## src/rtl/instr_sequencer.sv

```systemverilog
// instr_sequencer: fetch/issue sequencer in front of control_unit.
// Walks a synchronous program ROM with a PC. It splits each word into
// opcode[DW-1:DW-4] and imm[3:0]. Datapath opcodes (0000..1011) go to
// control_unit as a one-cycle op_valid pulse. JMP, JZ, NOP and HALT are
// resolved locally. Each instruction takes FETCH, DECODE and EXEC (3 clocks).
// Optional feature macro: SINGLE_STEP_EN
//   defined   : one instruction per rising edge of the synchronised button.
//   undefined : run mode. The sequencer runs while the synchronised button is
//               high, and finishes the current instruction when it is released.
// Handshake: op_valid is a single-cycle strobe with no ready/back-pressure.
// opcode/imm are valid in the cycle op_valid is high, and are held until the
// next DECODE.
module instr_sequencer #(
  parameter int AW = 8,
  parameter int DW = 8
) (
  input  logic          clk,
  input  logic          rstn,
  input  logic          ex_btn,
  input  logic          zero_flag,
  output logic          mem_rd_en,
  output logic [AW-1:0] mem_addr,
  input  logic [DW-1:0] mem_rdata,
  output logic [3:0]    opcode,
  output logic [3:0]    imm,
  output logic          op_valid,
  output logic [AW-1:0] pc,
  output logic          busy,
  output logic          halted,
  output logic [2:0]    dbg_state
);

  typedef enum logic [2:0] {
    S_IDLE   = 3'd0,
    S_FETCH  = 3'd1,
    S_DECODE = 3'd2,
    S_EXEC   = 3'd3,
    S_HALT   = 3'd4
  } state_t;

  localparam logic [3:0] OP_JMP  = 4'hC;
  localparam logic [3:0] OP_JZ   = 4'hD;
  localparam logic [3:0] OP_HALT = 4'hF;

  state_t        r_state;
  logic [AW-1:0] r_pc;
  logic [AW-1:0] r_mem_addr;
  logic [3:0]    r_opcode;
  logic [3:0]    r_imm;
  logic          r_op_valid;
  logic          r_mem_rd_en;
  logic          r_busy;
  logic          r_halted;
  logic          r_sync1;
  logic          r_sync2;
  logic          r_sync3;

  logic          w_btn_s;
  logic          w_btn_rise;
  logic          w_start;
  logic          w_cont;
  logic [3:0]    w_rd_op;
  logic [3:0]    w_rd_imm;
  logic [AW-1:0] w_pc_inc;
  logic [AW-1:0] w_imm_pc;
  logic [AW-1:0] w_next_pc;

  assign w_btn_s    = r_sync2;
  assign w_btn_rise = r_sync2 & ~r_sync3;

`ifdef SINGLE_STEP_EN
  assign w_start = w_btn_rise;
  assign w_cont  = 1'b0;
`else
  assign w_start = w_btn_s;
  assign w_cont  = w_btn_s;
`endif

  assign w_rd_op  = mem_rdata[DW-1:DW-4];
  assign w_rd_imm = mem_rdata[3:0];
  assign w_pc_inc = r_pc + AW'(1);
  assign w_imm_pc = AW'(r_imm);

  // Next PC for the instruction sitting in EXEC. The increment wraps silently.
  always_comb begin
    w_next_pc = w_pc_inc;
    case (r_opcode)
      OP_JMP:  w_next_pc = w_imm_pc;
      OP_JZ:   w_next_pc = zero_flag ? w_imm_pc : w_pc_inc;
      OP_HALT: w_next_pc = r_pc;
      default: w_next_pc = w_pc_inc;
    endcase
  end

  // Two-flop synchroniser for the asynchronous button, plus a delay flop for edge detection.
  always_ff @(posedge clk or negedge rstn) begin
    if (!rstn) begin
      r_sync1 <= 1'b0;
      r_sync2 <= 1'b0;
      r_sync3 <= 1'b0;
    end else begin
      r_sync1 <= ex_btn;
      r_sync2 <= r_sync1;
      r_sync3 <= r_sync2;
    end
  end

  // Sequencer FSM. All outputs are registered and set on the edge that enters each state.
  always_ff @(posedge clk or negedge rstn) begin
    if (!rstn) begin
      r_state     <= S_IDLE;
      r_pc        <= '0;
      r_mem_addr  <= '0;
      r_opcode    <= 4'h0;
      r_imm       <= 4'h0;
      r_op_valid  <= 1'b0;
      r_mem_rd_en <= 1'b0;
      r_busy      <= 1'b0;
      r_halted    <= 1'b0;
    end else begin
      r_op_valid <= 1'b0;
      case (r_state)
        S_IDLE: begin
          if (w_start) begin
            r_state     <= S_FETCH;
            r_mem_rd_en <= 1'b1;
            r_mem_addr  <= r_pc;
            r_busy      <= 1'b1;
          end
        end
        S_FETCH: begin
          r_mem_rd_en <= 1'b0;
          r_state     <= S_DECODE;
        end
        S_DECODE: begin
          r_opcode   <= w_rd_op;
          r_imm      <= w_rd_imm;
          r_op_valid <= (w_rd_op < OP_JMP);
          r_state    <= S_EXEC;
        end
        S_EXEC: begin
          if (r_opcode == OP_HALT) begin
            r_state  <= S_HALT;
            r_halted <= 1'b1;
            r_busy   <= 1'b0;
          end else begin
            r_pc <= w_next_pc;
            if (w_cont) begin
              r_state     <= S_FETCH;
              r_mem_rd_en <= 1'b1;
              r_mem_addr  <= w_next_pc;
            end else begin
              r_state <= S_IDLE;
              r_busy  <= 1'b0;
            end
          end
        end
        S_HALT: begin
          r_state <= S_HALT;
        end
        default: begin
          r_state     <= S_IDLE;
          r_mem_rd_en <= 1'b0;
          r_busy      <= 1'b0;
          r_halted    <= 1'b0;
        end
      endcase
    end
  end

  assign mem_rd_en = r_mem_rd_en;
  assign mem_addr  = r_mem_addr;
  assign opcode    = r_opcode;
  assign imm       = r_imm;
  assign op_valid  = r_op_valid;
  assign pc        = r_pc;
  assign busy      = r_busy;
  assign halted    = r_halted;
  assign dbg_state = r_state;

endmodule
```

## config.mk

```make
export PLATFORM = sky130hd
export DESIGN_NAME = instr_sequencer
export DESIGN_NICKNAME = d
export VERILOG_FILES = /design/src/rtl/instr_sequencer.sv
export SDC_FILE = /design/constraint.sdc
export NUM_CORES = 1
export LEC_CHECK = 0
export CORE_MARGIN = 5
export CORE_UTILIZATION = 44
export CTS_BUF_LIST = sky130_fd_sc_hd__clkbuf_16
export DETAILED_ROUTE_END_ITERATION = 8
export GPL_TIMING_DRIVEN = 0
export PLACE_DENSITY = 0.73
export SLEW_MARGIN = 10
export SYNTH_ARGS = -nofsm -noshare
export SYNTH_HDL_FRONTEND = slang
export SYNTH_SLANG_ARGS = --single-unit
```

## constraint.sdc

```tcl
create_clock -name clk -period 1.46 [get_ports clk]
set_input_delay 0.292 -clock clk [delete_from_list [all_inputs] [get_ports clk]]
set_output_delay 0.292 -clock clk [all_outputs]
set_load 0.1 [all_outputs]
```

Word level (Yosys, flattened, before mapping)
Index checks and enable logic that the tools add are counted.
Storage, ports and cells
  flip-flop bits (word level): 33
  word-level logic and storage cells: 59
Cells by class
  eq/ne operators: 12
  bitwise logic cells: 4
  mux-type cells: 20
  add/subtract/negate cells: 1
  reductions and logical operators: 10
  order comparisons: 1
Operators with widths (count)
  8-bit 2-to-1 mux: 4
  8-bit one-hot mux with 2 select lines: 2
  3-bit one-hot mux with 5 select lines: 1
  4-bit equality test, second input constant: 3
  8-bit by 1-bit adder with 8-bit output, second input constant: 1
  1-bit 2-to-1 mux: 8
  2-bit != test, second input constant: 4
  3-bit by 2-bit equality test with 1-bit output, second input constant: 2
  3-bit 2-to-1 mux: 2
  1-bit one-hot mux with 3 select lines: 2
  2-bit AND reduction: 3
  4-bit < comparator, second input constant: 1
  1-bit inverter: 4
  4-bit AND reduction: 1
  4-bit OR reduction: 1
  3-bit by 1-bit equality test with 1-bit output, second input constant: 1
  3-bit equality test, second input constant: 1
  3-bit logical NOT: 1
  3-bit != test, second input constant: 1
  3-bit AND reduction: 1
  3-bit OR reduction: 1
  1-bit one-hot mux with 2 select lines: 1
  2-bit nonzero test: 1
  2-bit OR reduction: 1

Logic depth before layout (Yosys ltp)
Gate-level depths: netlist (run 1).
  depth in word-level cells: 6
  gate-level depth with buffers: 6
  depth with buffers taken out: 5

Worst setup path before layout (run 1)
OpenSTA, ideal clock, no wires.
  kind: reg-to-reg
  start point: reg r_state[1] (netlist: dbg_state[1])
  end point: reg r_opcode[2] (netlist: opcode[2])
  library setup time: 126 ps
  period minus slack after synthesis: 2120 ps
  cell stages (with the launch flop): 4
  buffers on the path: 1
  slack: -660 ps
  data arrival time: 1994 ps
  cells stage by stage: dfrtp_1 -> buf_2 -> nor3b_4 -> mux2_2
Between the ends
  word-level cells in the longest chain between the ends: 1
RTL lines
  from (decl): RTL line 45  | state_t r_state;
  from (signal assigned): RTL line 111  | r_state <= S_IDLE;
  from (signal assigned): RTL line 125  | r_state <= S_FETCH;
  from (signal assigned): RTL line 133  | r_state <= S_DECODE;
  3-bit by 2-bit equality test with 1-bit output: RTL line 122  | case (r_state)
  to (signal assigned): RTL line 136  | r_opcode <= w_rd_op;
  to (decl): RTL line 48  | logic [3:0] r_opcode;
Every way passes these cells.
A chain may end at the register's enable or synchronous reset.

Worst setup path after layout (run 1)
  start point: reg r_state[1] (netlist: dbg_state[1])
  end point: reg r_mem_addr[2] (netlist: mem_addr[2])
Between the ends
  word-level cells in the longest chain between the ends: 3
RTL lines
  3-bit by 2-bit equality test with 1-bit output or 3-bit logical NOT (tied branches): RTL line 122
  2-bit != test (no line) or 2-bit nonzero test (tied branches)
  4-bit AND reduction (no line)
  to (signal assigned): RTL line 127  | r_mem_addr <= r_pc;
  to (signal assigned): RTL line 151  | r_mem_addr <= w_next_pc;
  to (decl): RTL line 47  | logic [AW-1:0] r_mem_addr;
Parallel ways exist; a longest one is shown, timed or not.

==> impl_metrics.csv, run 1 <==
group,metric,value,unit
timing,setup_tns,-1210,ps
timing,max_freq,624,MHz
clock_tree,clock-sinks,33,
die,io_pins,43,
die,die_h,71.8,um
synthesis,yosysSeqAreaShare,49.1,%
synthesis,synth_ff_type,"dfrtp_1",
worst_setup_path,ff2ff_setup_slack,-140,ps
grt,grt_pass1_wl,6970,um
die,core,3690,sq um
synthesis,synth_area_per_cell,10.4,sq um
timing,finalMaxSlewViolations,0,
die,die_x,71.8,um
die,start_util,45.6,%
clock_tree,insertion_delay,280,ps
route,dr_total_vias,1488,
min_path,hold_path.class,"primary input to async pin",
timing,max_slew_margin,49.8,%
route,postRouteAntennaNets,0,
grt,antenna_found_initial,0,
synthesis,synth-seq-cells,33,
place,port_buffers,42,
clock_tree,clockBufferDepth,2,
synthesis,syn_nets,175,
synthesis,async_reset_ff_share,100,%
route,drc,0,
timing,fin_skew,8.00,ps
status,status,"finished with violations",
route,avgRoutedWirePerCell,15.7,um
route,drt-initial-drc-count,110,
die,row_count,22,
worst_setup_path,critPathArrivalTime,1750,ps
grt,grt_max_degree,34,
timing,rsz0062_at_grt,"true",
worst_setup_path,path_cells,"or4b_4 -> o21ai_4 -> buf_12 -> o221ai_1",
die,die_area,5160,sq um
cells_and_area,drive_gt1_share,47.3,%
clock_tree,cts_max_level,2,
synthesis,synth.distinct_cells,44,
timing,setup_viol,14,
place,placed_area,2280,sq um
worst_setup_path,worstPathRequired,1610,ps
worst_setup_path,cp_max_fo,10,
worst_setup_path,max_stage_delay,560,ps
worst_setup_path,critPathCaptureType,"flop",
timing,fin_ws,-143,ps
cells_and_area,n_antenna_cell,0,
grt,track_usage,17.2,%
timing,worst_slew_pin_slew,752,ps
timing,finalHoldViolations,0,
timing,hold_ws,82.2,ps
place,dp_hpwl,2840,um
clock_tree,clkSlewWorstSetupHoldPaths,60,ps
worst_setup_path,crit_buf_inv,1,
place,gp_congestion,0.790,
status,violations,"negative setup slack",
worst_setup_path,critical_path_class,"flop to flop",
clock_tree,cts_root_buf,"clkbuf_16",
flow_run,drv_cap,0,
synthesis,yosysWarnings,0,
worst_setup_path,worstSetupStartpointType,"flop",
route,drtPass1Iterations,5,
synthesis,syn_inst,162,
worst_setup_path,crit_family,"simple AND/OR/NAND/NOR gates",
clock_tree,cts_made_buffers,5,
timing,period_minus_slack,1600,ps
grt,grt_pass1_vias,1446,
synthesis,syn_area,1680,sq um
clock_tree,cts_tree,"yes",
cells_and_area,nets,238,
grt,grt-ovfl-total,0,
worst_setup_path,cpMaxStageDelayCell,"or4b_4",
cells_and_area,n_fill_cell,303,
route,viasPerCell,5.43,
synthesis,synth_edf_count,0,
cells_and_area,final_area,2480,sq um
cells_and_area,synthToLayoutAreaGrowth,47.3,%
timing,period_share,110,%
route,wirelength,4310,um
through the flow:
stage	setup slack [ps]	instances	utilization (%)
after floorplan	-273	162	-
after global placement	-768	252	61.9
after detailed placement	-443	252	61.8
after CTS	-143	264	63.0
after global routing	-193	274	67.2
final	-143	274	67.2
worst reg2reg max path, stage by stage, from the launching register on:
cell	delay [ps]
dfrtp_4	480
or4b_4	560
o21ai_4	130
buf_12	180
o221ai_1	130
synthesized netlist by cell type (all sizes together) (2+ instances only):
cell type,instances,share of area [%]
a22o,2,1.0
a31oi,5,3.0
and2,2,0.74
buf,4,2.1
clkbuf,3,0.67
dfrtp,33,49
inv,5,1.1
mux2,7,4.7
mux2i,3,1.8
nand2,14,3.1
nand2b,2,0.74
nand3,10,3.0
nand3b,2,1.6
nand4,2,0.74
nor2,15,3.8
nor2b,2,0.74
nor3,4,1.2
o21a,2,0.89
o21ai,21,6.9
o221ai,2,1.0
xnor2,4,2.1
final cells by class:
type                    instances  area, sq um  area share, %
plain buffers                   7         86.3           3.48
inverters                       5         18.8          0.757
clock inverters                 3         13.8          0.555
multi-input cells             117          888           35.8
flip-flops and latches         33          866           34.9
well taps                      48         60.1           2.42
clock buffers                   5          125           5.05
repair buffers                 56          420           17.0
sequential cells by signal, indices dropped and copies added (netlist names):
register and count:
imm 4, r_sync1 1, opcode 4, halted 1
mem_rd_en 1, r_sync2 1, mem_addr 8, busy 1
op_valid 1, dbg_state 3, pc 8
cells by family after synthesis:
group / count (synthesis) / share of synthesized area (%)
AO/OA/AOI/OAI: 41 / 17.1
XOR/XNOR: 5 / 2.60
adder cells (fa/ha/maj): 1 / 0.743
buffers and inverters: 12 / 3.87
flip-flops: 33 / 49.1
multiplexers: 10 / 6.47
AND/OR/NAND/NOR: 60 / 20.1
per-layer routing:
metal | GRT usage [%] | wire length, um
met5 | 0 | 0
met4 | 5.85 | 44
met3 | 5.47 | 298
met2 | 27.6 | 2100
met1 | 22.0 | 1870
placed cells by master (no fill, tap or decap), types with 5 or more instances in the layout:
cell type / netlist / layout
clkbuf_16: 0 / 6
buf_4: 0 / 12
o21ai_0: 20 / 9
clkdlybuf4s50_1: 0 / 10
inv_1: 5 / 6
dfrtp_1: 33 / 19
nand2_1: 14 / 12
dfrtp_4: 0 / 9
mux2_4: 0 / 7
buf_6: 0 / 5
dfrtp_2: 0 / 5
nor2_1: 12 / 10
clkbuf_4: 0 / 7
nand3_1: 10 / 9
buf_2: 3 / 24
o21ai_1: 0 / 10
timing repair:
action	4_1_cts	5_1_grt
hold buffers	0	0
cloned	0	1
buffers inserted	4	9
gates resized for setup	158	30
pin swaps	1	3
endpoints found under the setup margin	46	30
path summary, 6_finish.rpt:
path	start	end	depth (start not counted)
hold / removal	rstn	mem_addr[5]	1
min in group clk	r_sync1	r_sync2	0
hold reg to reg	r_sync1	r_sync2	0
setup reg to reg	dbg_state[1]	mem_addr[2]	4
max in group asynchronous	rstn	opcode[1]	1
setup / recovery	dbg_state[1]	mem_addr[2]	4
Power of run 1 is left out: the tool's default activity adds up to more than one toggle a clock period on the data nets, which glitch-free logic cannot reach.
==> run 2: changes to the inputs <==
--- a/config.mk
+++ b/config.mk
@@ -5,6 +5,7 @@
 export SDC_FILE = /design/constraint.sdc
 export NUM_CORES = 1
 export LEC_CHECK = 0
+export ABC_CLOCK_PERIOD_IN_PS = 1460
 export CORE_MARGIN = 5
 export CORE_UTILIZATION = 44
 export CTS_BUF_LIST = sky130_fd_sc_hd__clkbuf_16
==> results of run 2 <==
No change in the layout: final DEF, timing and power equal those of run 1.
Power of run 2 is left out for the same reason.
==> run 3: changes to the inputs <==
--- a/config.mk
+++ b/config.mk
@@ -9,6 +9,7 @@
 export CORE_MARGIN = 5
 export CORE_UTILIZATION = 44
 export CTS_BUF_LIST = sky130_fd_sc_hd__clkbuf_16
+export CTS_CLUSTER_DIAMETER = 50
 export DETAILED_ROUTE_END_ITERATION = 8
 export GPL_TIMING_DRIVEN = 0
 export PLACE_DENSITY = 0.73
==> results of run 3 <==
No change in the layout: final DEF, timing and power equal those of run 1.
Power of run 3 is left out for the same reason.
